File: src/rtl/mux_sel_arbiter_pkg.sv
// Shared constants for the mux-tree select arbiter: FSM encodings and hold-counter width.
package mux_sel_arbiter_pkg;

  localparam logic [1:0] ST_IDLE   = 2'd0;
  localparam logic [1:0] ST_SETTLE = 2'd1;
  localparam logic [1:0] ST_OWN    = 2'd2;

  localparam int unsigned HOLD_W = 8;

endpackage

File: src/rtl/mux_sel_arbiter_rr_pick.sv
// Round-robin winner search: rotate requests down by the pointer, find the lowest set bit,
// then add the pointer back (modulo N_REQ by SEL_W-bit wrap).
module rr_pick #(
  parameter int unsigned N_REQ = 4,
  parameter int unsigned SEL_W = 2
) (
  input  logic [N_REQ-1:0] req_i,
  input  logic [SEL_W-1:0] ptr_i,
  output logic [SEL_W-1:0] win_o,
  output logic             any_o
);

  logic [2*N_REQ-1:0] dbl;
  logic [N_REQ-1:0]   rot;
  logic [SEL_W-1:0]   ffs;
  logic               found;

  assign dbl = {req_i, req_i};
  assign rot = dbl[ptr_i +: N_REQ];

  always_comb begin
    ffs   = '0;
    found = 1'b0;
    for (int unsigned i = 0; i < N_REQ; i++) begin
      if (rot[i] && !found) begin
        ffs   = SEL_W'(i);
        found = 1'b1;
      end
    end
  end

  assign win_o = ffs + ptr_i;
  assign any_o = |req_i;

endmodule

File: src/rtl/mux_sel_arbiter.sv
// Round-robin owner of a shared 2:1 mux tree: SEL settles one cycle before a one-hot GNT,
// with a hold limit that forces release and pulses TMO.
module mux_sel_arbiter
  import mux_sel_arbiter_pkg::*;
#(
  parameter int unsigned N_REQ    = 4,
  parameter int unsigned SEL_W    = 2,
  parameter int unsigned MAX_HOLD = 16
) (
  input  logic             CLK,
  input  logic             RST_N,
  input  logic [N_REQ-1:0] REQ,
  output logic [SEL_W-1:0] SEL,
  output logic [N_REQ-1:0] GNT,
  output logic             BUSY,
  output logic             TMO
);

  logic [1:0]        state_q, state_d;
  logic [SEL_W-1:0]  sel_q, sel_d;
  logic [SEL_W-1:0]  ptr_q, ptr_d;
  logic [N_REQ-1:0]  gnt_q, gnt_d;
  logic [HOLD_W-1:0] hold_q, hold_d;
  logic              tmo_q, tmo_d;
  logic [SEL_W-1:0]  win;
  logic              any_req;

  rr_pick #(.N_REQ(N_REQ), .SEL_W(SEL_W)) u_pick (
    .req_i (REQ),
    .ptr_i (ptr_q),
    .win_o (win),
    .any_o (any_req)
  );

  // sel_q doubles as the current winner index; it is frozen from SETTLE through OWN.
  always_comb begin
    state_d = state_q;
    sel_d   = sel_q;
    ptr_d   = ptr_q;
    gnt_d   = gnt_q;
    hold_d  = hold_q;
    tmo_d   = 1'b0;
    case (state_q)
      ST_IDLE: begin
        if (any_req) begin
          sel_d   = win;
          state_d = ST_SETTLE;
        end
      end
      ST_SETTLE: begin
        if (REQ[sel_q]) begin
          gnt_d        = '0;
          gnt_d[sel_q] = 1'b1;
          hold_d       = HOLD_W'(1);
          state_d      = ST_OWN;
        end else begin
          state_d = ST_IDLE;
        end
      end
      ST_OWN: begin
        // A drop coinciding with the hold limit is an ordinary release, so TMO needs REQ high.
        if (!REQ[sel_q] || hold_q == HOLD_W'(MAX_HOLD)) begin
          gnt_d   = '0;
          hold_d  = '0;
          ptr_d   = sel_q + SEL_W'(1);
          tmo_d   = REQ[sel_q];
          state_d = ST_IDLE;
        end else begin
          hold_d = hold_q + HOLD_W'(1);
        end
      end
      default: begin
        gnt_d   = '0;
        state_d = ST_IDLE;
      end
    endcase
  end

  always_ff @(posedge CLK or negedge RST_N) begin
    if (!RST_N) begin
      state_q <= ST_IDLE;
      sel_q   <= '0;
      ptr_q   <= '0;
      gnt_q   <= '0;
      hold_q  <= '0;
      tmo_q   <= 1'b0;
    end else begin
      state_q <= state_d;
      sel_q   <= sel_d;
      ptr_q   <= ptr_d;
      gnt_q   <= gnt_d;
      hold_q  <= hold_d;
      tmo_q   <= tmo_d;
    end
  end

  assign SEL  = sel_q;
  assign GNT  = gnt_q;
  assign TMO  = tmo_q;
  assign BUSY = (state_q == ST_SETTLE) || (state_q == ST_OWN);

endmodule

File: config.mk
export PLATFORM = sky130hd
export DESIGN_NAME = mux_sel_arbiter
export DESIGN_NICKNAME = d
export VERILOG_FILES = /design/src/rtl/mux_sel_arbiter_pkg.sv /design/src/rtl/mux_sel_arbiter_rr_pick.sv /design/src/rtl/mux_sel_arbiter.sv
export SDC_FILE = /design/constraint.sdc
export NUM_CORES = 1
export LEC_CHECK = 0
export ABC_CLOCK_PERIOD_IN_PS = 2580
export BUFFER_PORTS_ARGS = -buffer_cell sky130_fd_sc_hd__clkbuf_2
export CORE_MARGIN = 8
export CORE_UTILIZATION = 40
export CTS_CLUSTER_DIAMETER = 40
export DETAILED_ROUTE_END_ITERATION = 8
export GPL_ROUTABILITY_DRIVEN = 0
export PLACE_DENSITY = 0.57
export SETUP_SLACK_MARGIN = 0.05
export SLEW_MARGIN = 20
export SYNTH_ARGS = -nofsm -noshare
export SYNTH_HDL_FRONTEND = slang
export SYNTH_HIERARCHICAL = 1
export SYNTH_SLANG_ARGS = --single-unit
File: constraint.sdc
create_clock -name CLK -period 2.58 [get_ports CLK]
set_input_delay 0.645 -clock CLK [delete_from_list [all_inputs] [get_ports CLK]]
set_output_delay 0.645 -clock CLK [all_outputs]
set_load 0.05 [all_outputs]
==> flow_summary.toml, run 1 <==
[job]
drv_cap = 0

[cells_and_area]
drive_gt1_share_pct = 24.3
n_antenna_cell = 0
final_cell_count_no_fill = 184
layout_common_cells = "dfrtp_1, inv_1, nand2_1"
seq_area_sq_um = 475
area_growth_pct = 9.04
mostFrequentLayoutCell = "dfrtp_1"
multi_input_comb_area_sq_um = 711
num-fill-cells = 320
final_nets = 157
final_core_utilization_pct = 45.5

[timing]
tns_ps = 0
fmax_mhz = 473
tightest_slew_ps = 486
fin_skew_ps = 10.3
timing.final.hold_violations = 0
setup_violations = 0
finalCritPeriodShare_pct = 81.9
relSlewSlack_pct = 67.6
slew_violations = 0
period_needed_ps = 2110
rsz0062_at_grt = "false"

[setup_path]
start_kind = "flop"
required_ps = 2800
r2r_setup_slack_ps = 470
critPathCapture = "GNT[0]$_DFFE_PN0P_"
worstReg2RegEnd = "GNT[0]$_DFFE_PN0P_"
timing.rr.start = "hold_q[0]$_DFFE_PN0P_"
worstSetupStartpoint = "hold_q[0]$_DFFE_PN0P_"
endpoint_kind = "flop"
crit_type = "reg2reg"
r2r_cells = 6
cp.arrival_ps = 2340
cp_max_fo = 17

[cts]
cts.sinks = 19
postCtsHoldBufs = 0
cts-root-buf = "clkbuf_4"
clock_latency_ps = 300
cts_buffers = 3
clockBufferDepth = 2
cts.clk_slew.worst_paths_ps = 120
cts_tree = "yes"
cts_setup_buffers = 0
htreeDepth = 1
cts_resized = 0

[routing]
wl_um = 2410
drc_errors = 0
drt_iter0_markers = 82
via_count = 923
antenna_left = 0
drt_first_pass_iters = 5
post_drt_wl_per_cell_um = 13.1
viasPerCell = 5.02

[synth]
yosys_register_bits = 19
synth-seq-area-share_pct = 37.3
synth_top_area_share_pct = 37.3
ys_async_sr_fraction_pct = 100
netlist_area_sq_um = 1270
yosysWarnings = 6
synth_edf_count = 0
syn_inst = 126
syn_nets = 142
yosysTopAreaCell = "dfrtp_1"
syn_area_per_cell_sq_um = 10.1
ys_types = 38
synthFlopType = "dfrtp_1"
ys_top_cells_by_area = "dfrtp_1, ha_1, mux2_2, mux2i_1, inv_1"

[floorplanning]
rows = 20
die_area_sq_um = 5250
start_util_pct = 41.7
ios = 14
die-width_um = 72.4
dieHeight_um = 72.4
core_area_sq_um = 3050

[placement]
post-dp-hpwl_um = 1800
io_buffer_count = 13
dp_cells = 180

[outcome]
status = "completed"

[pwr]
peakVddDrop_mv = 0.288
leakagePower_nw = 0.675
pwr_density_cell_nw_per_um2 = 1070

[min_path]
hold_class = "in2async"

[global_route]
gr-total-overflow = 0
grtUsageTotal_pct = 9.91
grt_pass1_vias = 918
grt_max_degree = 20
antenna_found_initial = 0
grt_pass1_wl_um = 4260
[state kept, by name, indices dropped and copies added, names as in the netlist]
| signal | cells |
|---|---|
| hold_q | 8 |
| GNT | 4 |
| SEL | 2 |
| ptr_q | 2 |
| state_q | 2 |
| TMO | 1 |
[routing by layer]
layer | GRT usage (%) | vias to the layer above | wire, um
li1 | - | 468 | -
met1 | 13.5 | 435 | 1180
met2 | 14.8 | 18 | 1090
met3 | 1.65 | 2 | 110
met4 | 4.44 | 0 | 37
met5 | 0 | - | 0
[kinds of logic (layout without fill, tap and decap cells)]
kind of cell | count (synthesis) | count (layout) | share of synthesized area, %
AND/OR/NAND/NOR | 38 | 38 | 15.9
AO/OA/AOI/OAI | 26 | 26 | 16.9
flip-flops | 19 | 19 | 37.3
buffers and inverters | 18 | 32 | 6.88
multiplexers | 13 | 13 | 11.8
adder cells (fa/ha/maj) | 10 | 10 | 9.82
XOR/XNOR | 2 | 2 | 1.38
[how the worst min path moves through the flow]
stage,from,to,slack [ps]
2_1_floorplan,RST_N,GNT[0]$_DFFE_PN0P_,350
3_3_place_gp,hold_q[7]$_DFFE_PN0P_,hold_q[7]$_DFFE_PN0P_,500
3_5_place_dp,GNT[3]$_DFFE_PN0P_,GNT[3]$_DFFE_PN0P_,510
4_1_cts,RST_N,hold_q[5]$_DFFE_PN0P_,300
5_1_grt,RST_N,hold_q[3]$_DFFE_PN0P_,310
6_report,RST_N,hold_q[3]$_DFFE_PN0P_,280
[cells in the mapped netlist (2+ instances only)]
cell type,number
xnor2_1,2
dfrtp_1,19
mux2i_1,6
a21oi_1,2
nor3_1,2
inv_1,15
o21ai_0,7
o211ai_1,2
nor2_1,6
a21o_1,3
and3_1,2
nand2b_1,2
nor3b_1,3
mux2_2,6
o221ai_1,3
ha_1,10
nand2_1,15
[area by class of cell]
type	instances	area share, %
Timing Repair Buffer	13	4.68
Sequential cell	19	34.2
Clock buffer	4	1.89
Tap cell	44	3.96
Multi-Input combinational cell	89	51.2
Inverter	15	4.05
[per-stage QoR]
step / cell area (sq um) / setup slack, ps / power, mW / hold slack, ps
2_1_floorplan: 1270 / 446 / 1.20 / 349
3_3_place_gp: 1360 / 251 / 1.33 / 498
3_5_place_dp: 1360 / 212 / 1.35 / 508
4_1_cts: 1390 / 445 / 1.51 / 296
5_1_grt: 1390 / 299 / 1.61 / 312
6_report: 1390 / 466 / 1.49 / 279
[report_power, final]
group / internal, mW / total, mW / leakage, nW / switching [mW]
logic: 0.330 / 0.844 / 0.413 / 0.514
registers: 0.382 / 0.492 / 0.248 / 0.109
clock network: 0.0601 / 0.155 / 0.0150 / 0.0947
total: 0.772 / 1.49 / 0.675 / 0.718
[critical path, stage by stage (launching register included)]
cell and delay (ps):
dfrtp_1 440, inv_1 70, ha_1 130, or4b_4 490, o211ai_4 440, o211a_4 290, mux2i_1 180
Note: power is estimated with default switching activity, not from simulation.
==> inputs of run 2 (changes only) <==
--- a/config.mk
+++ b/config.mk
@@ -5,14 +5,14 @@
 export SDC_FILE = /design/constraint.sdc
 export NUM_CORES = 1
 export LEC_CHECK = 0
-export ABC_CLOCK_PERIOD_IN_PS = 2580
+export ABC_CLOCK_PERIOD_IN_PS = 1900
 export BUFFER_PORTS_ARGS = -buffer_cell sky130_fd_sc_hd__clkbuf_2
 export CORE_MARGIN = 8
 export CORE_UTILIZATION = 40
 export CTS_CLUSTER_DIAMETER = 40
 export DETAILED_ROUTE_END_ITERATION = 8
 export GPL_ROUTABILITY_DRIVEN = 0
-export PLACE_DENSITY = 0.57
+export PLACE_DENSITY = 0.59
 export SETUP_SLACK_MARGIN = 0.05
 export SLEW_MARGIN = 20
 export SYNTH_ARGS = -nofsm -noshare
==> constraint.sdc (replaced) <==
create_clock -name CLK -period 1.9 [get_ports CLK]
set_input_delay 0.475 -clock CLK [delete_from_list [all_inputs] [get_ports CLK]]
set_output_delay 0.475 -clock CLK [all_outputs]
set_load 0.05 [all_outputs]
==> flow_summary.toml, run 2 (synthesis gave the netlist of run 1 again) <==
[cts]
cts.clk_slew.worst_paths_ps = 120
cts-root-buf = "clkbuf_4"
clock_latency_ps = 300
clockBufferDepth = 2
cts.sinks = 19
postCtsHoldBufs = 0
htreeDepth = 1
cts_buffers = 3
cts_tree = "yes"

[cells_and_area]
top_register = "hold_q"
final_nets = 186
stdcell_area_sq_um = 1690
area_growth_pct = 32.3
drive_gt1_share_pct = 46.7
largest_reg_flops = 8
layout_common_cells = "buf_4, dfrtp_1, nand2_1"
mostFrequentLayoutCell = "buf_4"
n_antenna_cell = 0

[placement]
io_buffer_count = 13
post-dp-hpwl_um = 2190
postPlaceCellArea_sq_um = 1540

[pwr]
pwr_density_cell_nw_per_um2 = 1440
p_total_mw = 2.43
peakVddDrop_mv = 0.945
leakagePower_nw = 0.824

[setup_path]
path_delay_family = "compound AO/OA/AOI/OAI gates"
cp.arrival_ps = 2150
required_ps = 2100
crit_type = "reg2reg"
cp_max_fo = 3
worstSetupStartpoint = "ptr_q[0]$_DFFE_PN0P_"
cp_slowest_cell = "dfrtp_1"
path_cells = "and2b_2 -> a221o_2 -> nand2_2 -> o221ai_2 -> ha_2 -> xnor2_2 -> xnor2_1 -> mux2_2"
start_kind = "flop"
cp_num_buf_inv = 0
timing.rr.start = "ptr_q[0]$_DFFE_PN0P_"
endpoint_kind = "flop"
max_stage_delay_ps = 420

[routing]
antenna_left = 0
via_count = 1074
wl_um = 2890
drc_errors = 0
drt_iter0_markers = 28
post_drt_wl_per_cell_um = 13.5
drt_first_pass_iters = 4
viasPerCell = 5.04

[floorplanning]
ios = 14
rows = 20
core_area_sq_um = 3050
start_util_pct = 41.7
die-width_um = 72.4
die_area_sq_um = 5250
dieHeight_um = 72.4

[timing]
period_needed_ps = 1950
setup_violations = 1
rsz0062_at_grt = "true"
tightest_slew_ps = 465
fmax_mhz = 513
finalCritPeriodShare_pct = 103
finalWorstSetupSlack_ps = -51.0
holdWs_ps = 96.7
slew_violations = 0
timing.final.hold_violations = 0
fin_skew_ps = 1.46
relSlewSlack_pct = 69.0

[job]
drv_cap = 0

[global_route]
gr-total-overflow = 0
grt_pass1_vias = 1158
antenna_found_initial = 0
grtUsageTotal_pct = 11.9
grt_pass1_wl_um = 5020
grt_max_degree = 20

[min_path]
hold_class = "in2async"

[outcome]
violations = "negative setup slack"
status = "complete, but fails checks"
[run 2: cell count changes in the layout (fill, tap and decap cells not counted), moves of 3 or more]
cell	change
buf_6	+3
o21ai_2	+5
buf_4	+26
o21ai_0	-5
[run 2: what timing repair did]
item                                    in CTS  in global routing
cloned                                       0                  0
endpoints found under the setup margin      18                 19
pin swaps                                    9                  7
gates resized for setup                     14                  8
setup buffers                                4                  3
hold endpoints to repair                     0                  0
[run 2: report_power, final]
group          switching, mW  internal [mW]  total, mW
Combinational          0.902          0.713       1.62
Sequential            0.0804          0.522      0.603
Clock                  0.136         0.0802      0.216
[run 2: area by class of cell]
type | instances | area, sq um
Clock buffer | 3 | 22.5
Inverter | 15 | 56.3
Clock inverter | 1 | 7.51
Fill cell | 289 | 1370
Tap cell | 44 | 55.1
Timing Repair Buffer | 42 | 297
Multi-Input combinational cell | 89 | 771
Sequential cell | 19 | 477
[run 2: stage by stage]
| step | setup TNS, ps | cells | setup slack [ps] | util [%] |
|---|---|---|---|---|
| 2_1_floorplan | -83.6 | 126 | -83.6 | - |
| 3_3_place_gp | -808 | 202 | -179 | 50.4 |
| 3_5_place_dp | -1450 | 202 | -247 | 50.4 |
| 4_1_cts | -60.7 | 210 | -60.7 | 53.6 |
| 5_1_grt | -604 | 213 | -107 | 55.2 |
| 6_report | -51.0 | 213 | -51.0 | 55.2 |
[run 2: final timing paths]
path                                         end  slack [ps]  cells past startpoint
setup / recovery              SEL[1]$_DFFE_PN0P_         -50                      8
hold / removal             hold_q[4]$_DFFE_PN0P_         100                      1
setup reg to reg              SEL[1]$_DFFE_PN0P_         -50                      8
hold reg to reg               GNT[0]$_DFFE_PN0P_         530                      2
max in group asynchronous     SEL[0]$_DFFE_PN0P_        1460                      1
min in group CLK              GNT[0]$_DFFE_PN0P_         530                      2
[run 2: per-layer routing]
layer  track usage (%)  wire length [um]
met5                 0                 0
met3              4.13               100
met2              20.3              1480
met1              13.6              1310
met4              3.56                 0
==> inputs of run 3 (changes only) <==
--- a/config.mk
+++ b/config.mk
@@ -5,6 +5,7 @@
 export SDC_FILE = /design/constraint.sdc
 export NUM_CORES = 1
 export LEC_CHECK = 0
+export ABC_AREA = 1
 export ABC_CLOCK_PERIOD_IN_PS = 1900
 export BUFFER_PORTS_ARGS = -buffer_cell sky130_fd_sc_hd__clkbuf_2
 export CORE_MARGIN = 8
@@ -12,7 +13,6 @@
 export CTS_CLUSTER_DIAMETER = 40
 export DETAILED_ROUTE_END_ITERATION = 8
 export GPL_ROUTABILITY_DRIVEN = 0
-export PLACE_DENSITY = 0.59
 export SETUP_SLACK_MARGIN = 0.05
 export SLEW_MARGIN = 20
 export SYNTH_ARGS = -nofsm -noshare
==> flow_summary.toml, run 3 <==
[pwr]
combinationalPowerShare_pct = 62.4
pwr_density_cell_nw_per_um2 = 1410
clockPowerShare_pct = 9.0
pwr-share-seq_pct = 28.6
p_int_mw = 1.06
peakVddDrop_mv = 0.574
leakagePower_nw = 0.847
p_sw_mw = 1.17
swShare_pct = 52.5

[setup_path]
crit_type = "reg2out"
worstReg2RegEnd = "SEL[1]$_DFFE_PN0P_"
cp_max_fo = 3
endpoint_kind = "primary output"
start_kind = "flop"
r2r_cells = 13
cp.arrival_ps = 1280
r2r_setup_slack_ps = 160
required_ps = 1420
timing.rr.start = "ptr_q[0]$_DFFE_PN0P_"

[synth]
synth_top_area_share_pct = 34.9
yosysMostFrequentCell = "nand2_1"
yosys_register_bits = 19
syn_nets = 198
syn_inst = 182
synth_common_cells = "nand2_1, nand3_1, dfrtp_1, inv_1, ha_1"
netlist_area_sq_um = 1360
synth_edf_count = 0
ys_top_cells_by_area = "dfrtp_1, nand2_1, ha_1, nand3_1, inv_1"
yosysTopAreaCell = "dfrtp_1"
synth-seq-area-share_pct = 34.9
syn_area_per_cell_sq_um = 7.48
synthFlopType = "dfrtp_1"
yosysWarnings = 6
ys_async_sr_fraction_pct = 100
ys_types = 26

[cts]
htreeDepth = 1
clock_latency_ps = 290
cts_tree = "yes"
cts.clk_slew.worst_paths_ps = 110
clockBufferDepth = 2
cts_buffers = 3
cts-root-buf = "clkbuf_4"
postCtsHoldBufs = 0
cts.sinks = 19

[cells_and_area]
drive_gt1_share_pct = 27.7
n_antenna_cell = 0
top_register = "hold_q"
num-fill-cells = 351
final_nets = 219
area_growth_pct = 16.2
largest_reg_flops = 8
final_core_utilization_pct = 47.8
layout_common_cells = "nand2_1, nand3_1, dfrtp_1, inv_1, clkbuf_2"
mostFrequentLayoutCell = "nand2_1"

[floorplanning]
die-width_um = 74.3
die_area_sq_um = 5530
start_util_pct = 41.1
core_area_sq_um = 3310
ios = 14
dieHeight_um = 74.3
rows = 21

[timing]
fin_skew_ps = 6.84
period_needed_ps = 1760
rsz0062_at_grt = "false"
fmax_mhz = 569
slew_violations = 0
relSlewSlack_pct = 69.0
tightest_slew_ps = 465
timing.final.hold_violations = 0
tns_ps = 0
setup_violations = 0
finalCritPeriodShare_pct = 92.5

[routing]
drt_first_pass_iters = 4
post_drt_wl_per_cell_um = 11.7
drc_errors = 0
drt_iter0_markers = 59
wl_um = 2890
viasPerCell = 4.87
antenna_left = 0
via_count = 1208

[job]
drv_cap = 0

[global_route]
antenna_found_initial = 0
grt_max_degree = 20
grtUsageTotal_pct = 12.0
grt_pass1_vias = 1171
grt_pass1_wl_um = 5190
gr-total-overflow = 0

[placement]
post-dp-hpwl_um = 2230
io_buffer_count = 13

[min_path]
hold_class = "in2async"

[outcome]
status = "completed"
[run 3: timing repair]
action,4_1_cts,5_1_grt
resized for setup,1,17
endpoints found under the hold margin,0,0
gates cloned,0,0
setup buffers,0,2
setup endpoints to repair,1,1
pin swaps,0,5
[run 3: cell type report]
type / count / area (sq um) / area share [%]
Multi-Input combinational cell: 139 / 836 / 52.8
Sequential cell: 19 / 478 / 30.2
Timing Repair Buffer: 17 / 95.1 / 6.01
Inverter: 23 / 88.8 / 5.62
Tap cell: 46 / 57.6 / 3.64
Clock buffer: 4 / 26.3 / 1.66
[run 3: worst max-delay path, cell delays in order (launching register included)]
cell,delay (ps)
dfrtp_1,390
inv_1,70
ha_1,260
clkbuf_2,270
[run 3: cell families (layout without fill, tap and decap cells)]
group,after synthesis,after routing,synth area share [%]
simple gates,114,114,41.2
buf+inv,24,44,6.89
flops,19,19,34.9
compound gates,11,11,5.24
fa+ha+maj,10,10,9.19
xor+xnor,4,4,2.57
[run 3: power by group through the flow]
stage                     Clock (mW)  Combinational (mW)  Sequential, mW
final                          0.201                1.39           0.637
after global routing           0.238                1.57           0.657
after CTS                      0.217                1.29           0.635
after detailed placement           0                1.28           0.641
after global placement             0                1.25           0.634
after floorplan                    0               0.905           0.747
[run 3: worst max path at each step]
stage,from,end,cells past startpoint
2_1_floorplan,REQ[1],SEL[1]$_DFFE_PN0P_,12
3_3_place_gp,REQ[1],SEL[1]$_DFFE_PN0P_,13
3_5_place_dp,REQ[0],SEL[1]$_DFFE_PN0P_,13
4_1_cts,ptr_q[1]$_DFFE_PN0P_,SEL[1]$_DFFE_PN0P_,12
5_1_grt,ptr_q[0]$_DFFE_PN0P_,SEL[1]$_DFFE_PN0P_,13
6_report,state_q[1]$_DFFE_PN0P_,BUSY,3
[run 3: routing by layer]
layer,up-vias,global-route usage [%],wire length (um)
li1,617,-,-
met1,553,14.0,1290
met2,32,20.1,1400
met3,6,2.29,137
met4,0,6.30,70
met5,-,0,0
[run 3: per-stage QoR]
stage | instance area [sq um] | hold WS (ps) | setup slack (ps) | instances | power (mW)
after global placement | 1490 | 446 | 92.1 | 242 | 1.89
after CTS | 1520 | 119 | 58.1 | 246 | 2.14
after global routing | 1580 | 135 | 17.7 | 248 | 2.46
after floorplan | 1360 | 179 | 256 | 182 | 1.65
final | 1580 | 112 | 142 | 248 | 2.23
after detailed placement | 1490 | 457 | 0.386 | 242 | 1.92
